## config.mk

```make
export PLATFORM = sky130hd
export DESIGN_NAME = fetch_unit
export DESIGN_NICKNAME = d
export VERILOG_FILES = /design/src/rtl/fetch_unit.sv
export SDC_FILE = /design/constraint.sdc
export NUM_CORES = 1
export LEC_CHECK = 0
export CAP_MARGIN = 20
export CELL_PAD_IN_SITES_DETAIL_PLACEMENT = 0
export CELL_PAD_IN_SITES_GLOBAL_PLACEMENT = 1
export CORE_AREA = 2 2 176 178
export DETAILED_ROUTE_END_ITERATION = 6
export DIE_AREA = 0 0 178 180
export PLACE_DENSITY = 0.83
export SLEW_MARGIN = 20
export SYNTH_ARGS = -nofsm -noshare
export SYNTH_HDL_FRONTEND = slang
export SYNTH_SLANG_ARGS = --single-unit
```

## constraint.sdc

```tcl
create_clock -name i_clk -period 4.46 [get_ports i_clk]
set_input_delay 0.669 -clock i_clk [delete_from_list [all_inputs] [get_ports i_clk]]
set_output_delay 0.669 -clock i_clk [all_outputs]
set_load 0.01 [all_outputs]
```

## src/rtl/fetch_unit.sv

```systemverilog
// fetch_unit: instruction fetch front end feeding the decode stage.
//
// Issues sequential word-aligned fetch addresses on a request/response memory
// bus, buffers returned instructions in an in-order FIFO, and presents them
// to decode with their PC and access-fault flag over a valid/ready handshake.
// A redirect flushes the FIFO, restarts fetch at the new PC and discards every
// response still in flight for the old stream.
//
// Ports:
//   i_clk, i_rst         clock, synchronous active-high reset
//   i_redirect(_pc)      flush and restart fetch at the given PC
//   o_req_valid/addr     fetch request, accepted when i_req_ready is high
//   i_rsp_valid/data/err in-order response, no backpressure
//   o_inst_valid/inst/inst_pc/inst_fault, i_inst_ready   decode handshake
module fetch_unit #(
    parameter logic [31:0] RESET_VECTOR = 32'h8000_0000,
    parameter int unsigned FIFO_DEPTH   = 4
) (
    input  logic        i_clk,
    input  logic        i_rst,
    input  logic        i_redirect,
    input  logic [31:0] i_redirect_pc,
    output logic        o_req_valid,
    input  logic        i_req_ready,
    output logic [31:0] o_req_addr,
    input  logic        i_rsp_valid,
    input  logic [31:0] i_rsp_data,
    input  logic        i_rsp_err,
    output logic        o_inst_valid,
    input  logic        i_inst_ready,
    output logic [31:0] o_inst,
    output logic [31:0] o_inst_pc,
    output logic        o_inst_fault
);

    localparam int unsigned PW = $clog2(FIFO_DEPTH);
    localparam int unsigned CW = PW + 1;

    logic [31:0]   fetch_pc_q, fetch_pc_d;
    logic [31:0]   resp_pc_q, resp_pc_d;
    logic [CW-1:0] outstanding_q, outstanding_d;
    logic [CW-1:0] discard_q, discard_d;
    logic [CW-1:0] count_q, count_d;
    logic [PW-1:0] rd_ptr_q, rd_ptr_d;
    logic [PW-1:0] wr_ptr_q, wr_ptr_d;

    logic [31:0] data_mem  [FIFO_DEPTH];
    logic [31:0] pc_mem    [FIFO_DEPTH];
    logic        fault_mem [FIFO_DEPTH];

    logic [CW:0] in_use;
    logic        credit_ok;
    logic        req_fire;
    logic        push;
    logic        pop;
    logic        stale_rsp;
    logic [31:0] redirect_pc_aligned;

    // Outstanding requests plus buffered entries may never exceed the FIFO
    // size, so every response is guaranteed a slot and needs no ready.
    assign in_use    = {1'b0, outstanding_q} + {1'b0, count_q};
    assign credit_ok = in_use < (CW + 1)'(FIFO_DEPTH);

    assign o_req_valid = !i_rst && !i_redirect && credit_ok;
    assign o_req_addr  = fetch_pc_q;
    assign req_fire    = o_req_valid && i_req_ready;

    assign stale_rsp = i_rsp_valid && (discard_q != '0);
    // Responses landing in the redirect cycle belong to the old stream.
    assign push      = !i_rst && i_rsp_valid && !i_redirect && (discard_q == '0);

    assign o_inst_valid = !i_rst && (count_q != '0);
    assign pop          = o_inst_valid && i_inst_ready && !i_redirect;

    assign o_inst       = o_inst_valid ? data_mem[rd_ptr_q]  : '0;
    assign o_inst_pc    = o_inst_valid ? pc_mem[rd_ptr_q]    : '0;
    assign o_inst_fault = o_inst_valid ? fault_mem[rd_ptr_q] : 1'b0;

    assign redirect_pc_aligned = i_redirect_pc & ~32'h3;

    always_comb begin
        fetch_pc_d    = fetch_pc_q;
        resp_pc_d     = resp_pc_q;
        discard_d     = discard_q;
        count_d       = count_q;
        rd_ptr_d      = rd_ptr_q;
        wr_ptr_d      = wr_ptr_q;
        // Request and response bookkeeping is unaffected by a redirect; no
        // request can fire in that cycle anyway.
        outstanding_d = outstanding_q + CW'(req_fire) - CW'(i_rsp_valid);

        if (i_redirect) begin
            fetch_pc_d = redirect_pc_aligned;
            resp_pc_d  = redirect_pc_aligned;
            // Everything still in flight after this cycle is stale.
            discard_d  = outstanding_q - CW'(i_rsp_valid);
            count_d    = '0;
            rd_ptr_d   = '0;
            wr_ptr_d   = '0;
        end else begin
            if (req_fire) begin
                fetch_pc_d = fetch_pc_q + 32'd4;
            end
            if (stale_rsp) begin
                discard_d = discard_q - CW'(1);
            end
            if (push) begin
                resp_pc_d = resp_pc_q + 32'd4;
                wr_ptr_d  = wr_ptr_q + PW'(1);
            end
            if (pop) begin
                rd_ptr_d = rd_ptr_q + PW'(1);
            end
            count_d = count_q + CW'(push) - CW'(pop);
        end
    end

    always_ff @(posedge i_clk) begin
        if (i_rst) begin
            fetch_pc_q    <= RESET_VECTOR;
            resp_pc_q     <= RESET_VECTOR;
            outstanding_q <= '0;
            discard_q     <= '0;
            count_q       <= '0;
            rd_ptr_q      <= '0;
            wr_ptr_q      <= '0;
        end else begin
            fetch_pc_q    <= fetch_pc_d;
            resp_pc_q     <= resp_pc_d;
            outstanding_q <= outstanding_d;
            discard_q     <= discard_d;
            count_q       <= count_d;
            rd_ptr_q      <= rd_ptr_d;
            wr_ptr_q      <= wr_ptr_d;
        end
    end

    // Storage needs no reset: count_q gates everything read from it.
    always_ff @(posedge i_clk) begin
        if (push) begin
            data_mem[wr_ptr_q]  <= i_rsp_data;
            pc_mem[wr_ptr_q]    <= resp_pc_q;
            fault_mem[wr_ptr_q] <= i_rsp_err;
        end
    end

    always_ff @(posedge i_clk) begin
        if (!i_rst) begin
            assert (outstanding_q <= CW'(FIFO_DEPTH));
            assert (discard_q <= outstanding_q);
            assert (!(i_rsp_valid && (outstanding_q == '0)));
        end
    end

endmodule

```

# Word level (Yosys, flattened, before mapping)
# Memory sizes are Yosys's and may differ from the RTL's. A register that Yosys moved wholly into a read port is not among the register bits.
# Index checks and enable logic that the tools add are counted.
[word_totals]
memories = 3
inputBits = 71
output_inout_bits = 99
ff_bits = 77
mem_bits_rw = 260
[op_classes]
muxes = 17
n_addsub = 11
reduce_logical = 19
n_lt_le_gt_ge = 1
[memory_table]
columns = ["name", "words", "word_bits", "rd", "rd_ports_with_merged_regs", "write_ports", "line_no", "rtl"]
rows = [
  ["data_mem", 4, 32, 1, 1, 1, "47", "logic [31:0] data_mem [FIFO_DEPTH];"],
  ["pc_mem", 4, 32, 1, 1, 1, "48", "logic [31:0] pc_mem [FIFO_DEPTH];"],
  ["fault_mem", 4, 1, 1, 1, 1, "49", "logic fault_mem [FIFO_DEPTH];"],
]
[ops]
columns = ["cell", "count"]
rows = [
  ["32-bit 2-to-1 mux", 6],
  ["32-bit by 3-bit adder with 32-bit output (second input constant)", 2],
  ["2-bit 2-to-1 mux", 6],
  ["1-bit logical AND", 10],
  ["3-bit by 1-bit subtractor with 3-bit output", 3],
  ["3-bit by 1-bit adder with 3-bit output", 2],
  ["3-bit 2-to-1 mux", 2],
  ["2-bit nonzero test", 3],
  ["3-bit nonzero test", 2],
  ["2-bit by 1-bit adder with 2-bit output (second input constant)", 2],
  ["3-bit by 3-bit adder with 4-bit output", 1],
  ["4-bit by 3-bit < comparator with 1-bit output (second input constant)", 1],
  ["3-bit zero test", 1],
  ["1-bit 2-to-1 mux", 3],
  ["3-bit by 1-bit subtractor with 3-bit output (second input constant)", 1],
  ["1-bit zero test", 2],
  ["2-bit OR reduction", 1],
]

# Longest topological paths before layout
[depth]
word_depth = 6
depth_mapped = 13

# Worst setup path before layout
# Ideal clock, no wire load.
[synth_path]
path_type = "input to register"
start = "input port i_redirect"
end = "memory data_mem[0][0], enable pin"
path_slack_ps = 1154
stages = 5
arrival_time_ps = 2878
setup_ps = 428
path_cell_list = "buf_2 > or2_1 > buf_4 > nor2_1 > and2_1"
[synth_between]
elab_chain_len = 5
[synth_lines]
columns = ["element", "line_no", "rtl"]
rows = [
  ["from (decl)", "21", "input logic i_redirect,"],
  ["1-bit zero test", "70", "assign push = !i_rst && i_rsp_valid && !i_redirect && (discard_q == '0);"],
  ["1-bit logical AND (2 in a row)", "70", ""],
  ["1-bit 2-to-1 mux", "140", "if (push) begin"],
  ["1-bit 2-to-1 mux (implied by the code)", "141", "data_mem[wr_ptr_q] <= i_rsp_data;"],
  ["to (decl)", "47", ""],
]
# No other way between the ends.

==> summary.txt <==
Run status
  • Status: finished clean

Routing
  • Vias: slightly above 8000
  • Drt first pass iters: 5
  • Avg WL per Cell: approximately 19 um
  • Drt initial violations: roughly 660
  • Post-Route WL: about 29 mm
  • Residual DRC count: 0
  • Routed vias/inst: between 5 and 6
  • Antenna viol nets, final: 0

Critical path
  • CP Depth: 4
  • CP Class: reg -> out
  • CP Max Fanout: 19
  • Critical Path AT: 2.78 ns
  • CP top delay family: buffers and inverters
  • CP cell instances: buf_4 -> mux4_2 -> and2_1 -> clkdlybuf4s50_1
  • Critical path required time: ~3.8 ns
  • Worst R2R Setup Slack: between 1 and 1.5 ns
  • CP endpoint kind: output pin
  • FF-to-FF Start: count_q[1]$_SDFF_PP0_
  • Max incr delay on CP: around 0.6 ns
  • Buf+Inv Stages, Crit Path: 2
  • Reg2reg end: outstanding_q[2]$_SDFF_PP0_
  • Crit path launch type: register
  • Slowest stage cell, crit path: dfxtp_4
  • Worst R2R Path Depth: 10

Pwr
  • PwrDens: between 300 and 400 mW/mm^2
  • Worst VDD drop: just over 0.0002 V
  • Leakage: around 0.0055 uW

Yosys
  • EDFF count, synth: between 200 and 300
  • Area share of the largest cell type after synthesis: 0.5502
  • Asr flop ratio synth: 0
  • Cell area after synthesis: 0.01375 sq mm
  • Yosys cell types: 60
  • Gate Count Post-Synth: 908
  • Top FF cell, synth: edfxtp_1
  • Sequential-to-total area share from yosys stat: 0.6594
  • YS warnings: 0
  • #FFs+latches synth: approximately 330
  • Synth Area per Inst: approximately 15 sq um
  • Synth area leaders: edfxtp_1, dfxtp_1, mux4_2
  • Synth area leader: edfxtp_1

GRT
  • Vias in the first global route: slightly above 8000
  • Initial antenna violation count: 0
  • First-pass GRT wire length: ~45 mm
  • Total gr overflow: 0
  • Tot GR Track Use: 0.1807
  • Largest net degree at the start of global routing: 65

CTS
  • # clock sinks: 327
  • Num CTS Buffers: 34
  • Root Driver: clkbuf_16
  • H-tree depth: 2
  • CTS tree: done
  • Cts hold-fix bufs: 0
  • Resize count post-CTS: 0
  • Clk slew on worst S/H paths: ~0.060 ns
  • Clk Latency, worst-skew pair: a little over 0.5 ns
  • Post-CTS Setup Repair Bufs: 0
  • Maximum clock path buffer count: 3

Placed design
  • Post-DP HPWL: 18.73 mm
  • Area of placed instances: about 0.016 sq mm
  • RePlAce Congestion: just over 0.8
  • Port bufs: about 160
  • Cell total after placement: 1435

Floorplan
  • Die Wd: around 180 um
  • CORE AREA: 0.03019 sq mm
  • Die Area: approximately 0.032 sq mm
  • # rows: 64
  • I/O pins: 170
  • Die height: between 150 and 200 um
  • Starting Density: 0.4556

Hold path
  • Hold Crit Start: i_rst
  • Hold EP: resp_pc_q[2]$_SDFFE_PP0P_
  • Worst Hold Class: in -> reg
  • Hold depth: 2

Layout
  • Multi-input logic area: 0.004368 sq mm
  • Fin util: 0.5637
  • Post-route design area: 0.01702 sq mm
  • Commonest non-fill, non-tap cell in the layout: edfxtp_1
  • Antenna diodes: 0
  • Layout Cells excl Fill: between 1000 and 1500
  • FF/Latch Area: 0.009074 sq mm
  • Share of layout cells above drive strength 1: 0.1391
  • # fillers: ~2400
  • Most frequent cells in the layout: edfxtp_1, clkdlybuf4s50_1, and2_1, dfxtp_1, mux4_2
  • Layout net count: approximately 1200
  • Layout overhead on the synthesized area: 23.74%

STA
  • TNS Setup: 0 ns
  • Crit share post-route: 0.7729
  • Peak Freq: around 290 MHz
  • Least-Margin Pin Slew: 0.8210 ns
  • Unrepaired setup endpoints after global routing: no
  • Hold Violations, Final: 0
  • Period minus WS final: approximately 3.4 ns
  • Relative slew slack: 0.4507
  • Skew final: 0.009076 ns
  • Setup violations, final: 0
  • Slew Limit Fails: 0

Flow run
  • Max-capacitance violation count: 0
report_power, final:
part           switching, uW  internal (uW)  leakage, uW  total [uW]
combinational            203            213      0.00209         416
clock                   1120           1680     0.000547        2800
sequential              85.2           3360      0.00291        3450
cell families (layout without fill, tap and decap cells):
family / after synthesis / in the layout / synth area share
flops: 327 / 327 / 0.6594
simple gates: 261 / 261 / 0.1102
compound gates: 109 / 109 / 0.05204
buf+inv: 79 / 268 / 0.02474
mux: 69 / 69 / 0.1079
xor+xnor: 44 / 44 / 0.02802
fa+ha+maj: 18 / 18 / 0.01747
other cells: 1 / 4 / 0.0002727
worst max-delay path by stage:
stage               slack (ns)        from                     endpoint
floorplan                 1.15  i_redirect     data_mem[0][0]$_DFFE_PP_
global placement          0.66  i_redirect  outstanding_q[2]$_SDFF_PP0_
detailed placement        0.56  i_redirect  outstanding_q[2]$_SDFF_PP0_
CTS                       0.92    register                o_inst_pc[27]
global route              0.84    register                o_inst_pc[27]
finish                    1.01    register                o_inst_pc[27]
worst register-to-register path, delay by kind of cell, from the launching register on:
kind / cells / cell delay [ns]
XOR/XNOR: 1 / 0.16
buffers and inverters: 2 / 0.35
flip-flops: 1 / 0.41
adder cells (fa/ha/maj): 4 / 1.19
AND/OR/NAND/NOR: 2 / 0.71
AO/OA/AOI/OAI: 1 / 0.37
through the flow:
step	hold slack (ns)	total power, uW	setup WS (ns)
floorplan	0.4690	3723	1.154
global placement	0.5087	3918	0.6592
detailed placement	0.5104	3927	0.5579
CTS	0.4987	6732	0.9213
global route	0.5174	6908	0.8398
finish	0.5144	6664	1.013
registers in the layout, summed over array words and instances (netlist names), named ones only:
signal	count
rd_ptr_q	2
o_req_addr	30
resp_pc_q	30
data_mem	128
discard_q	3
fault_mem	4
wr_ptr_q	2
pc_mem	120
outstanding_q	3
count_q	3
per-layer routing:
layer,wire [um],vias up,global-route usage,share of wire
li1,-,3799,-,-
met1,13230,4044,0.2696,0.46
met2,13030,305,0.2757,0.45
met3,2099,42,0.03363,0.073
met4,505,0,0.04230,0.017
met5,0,-,0,0
synthesized netlist by cell type (all sizes together), types with 2 or more instances:
| cell type | instances |
|---|---|
| xnor2 | 17 |
| mux4 | 63 |
| or3 | 7 |
| a211oi | 14 |
| a21oi | 33 |
| a2bb2oi | 3 |
| nand3b | 5 |
| fa | 2 |
| ha | 16 |
| a21boi | 16 |
| xor2 | 27 |
| nor2b | 2 |
| nand2 | 37 |
| o21ai | 10 |
| dfxtp | 75 |
| mux2i | 2 |
| edfxtp | 252 |
| nor3 | 11 |
| or2 | 5 |
| a41oi | 2 |
| nor4 | 8 |
| a31oi | 15 |
| buf | 26 |
| inv | 26 |
| nand4 | 31 |
| mux2 | 4 |
| and2 | 77 |
| o211ai | 5 |
| o21bai | 4 |
| nor2 | 38 |
| o31a | 2 |
| clkbuf | 26 |
| nand3 | 21 |
| and3 | 8 |
| and4 | 8 |
area by class of cell:
class | count | area share
flip-flops and latches | 327 | 0.5332
multi-input cells | 505 | 0.2567
repair buffers | 180 | 0.1097
clock buffers | 40 | 0.05257
well taps | 396 | 0.02911
clock inverters | 21 | 0.01287
inverters | 27 | 0.005955
(Power assumes the default switching activity.)
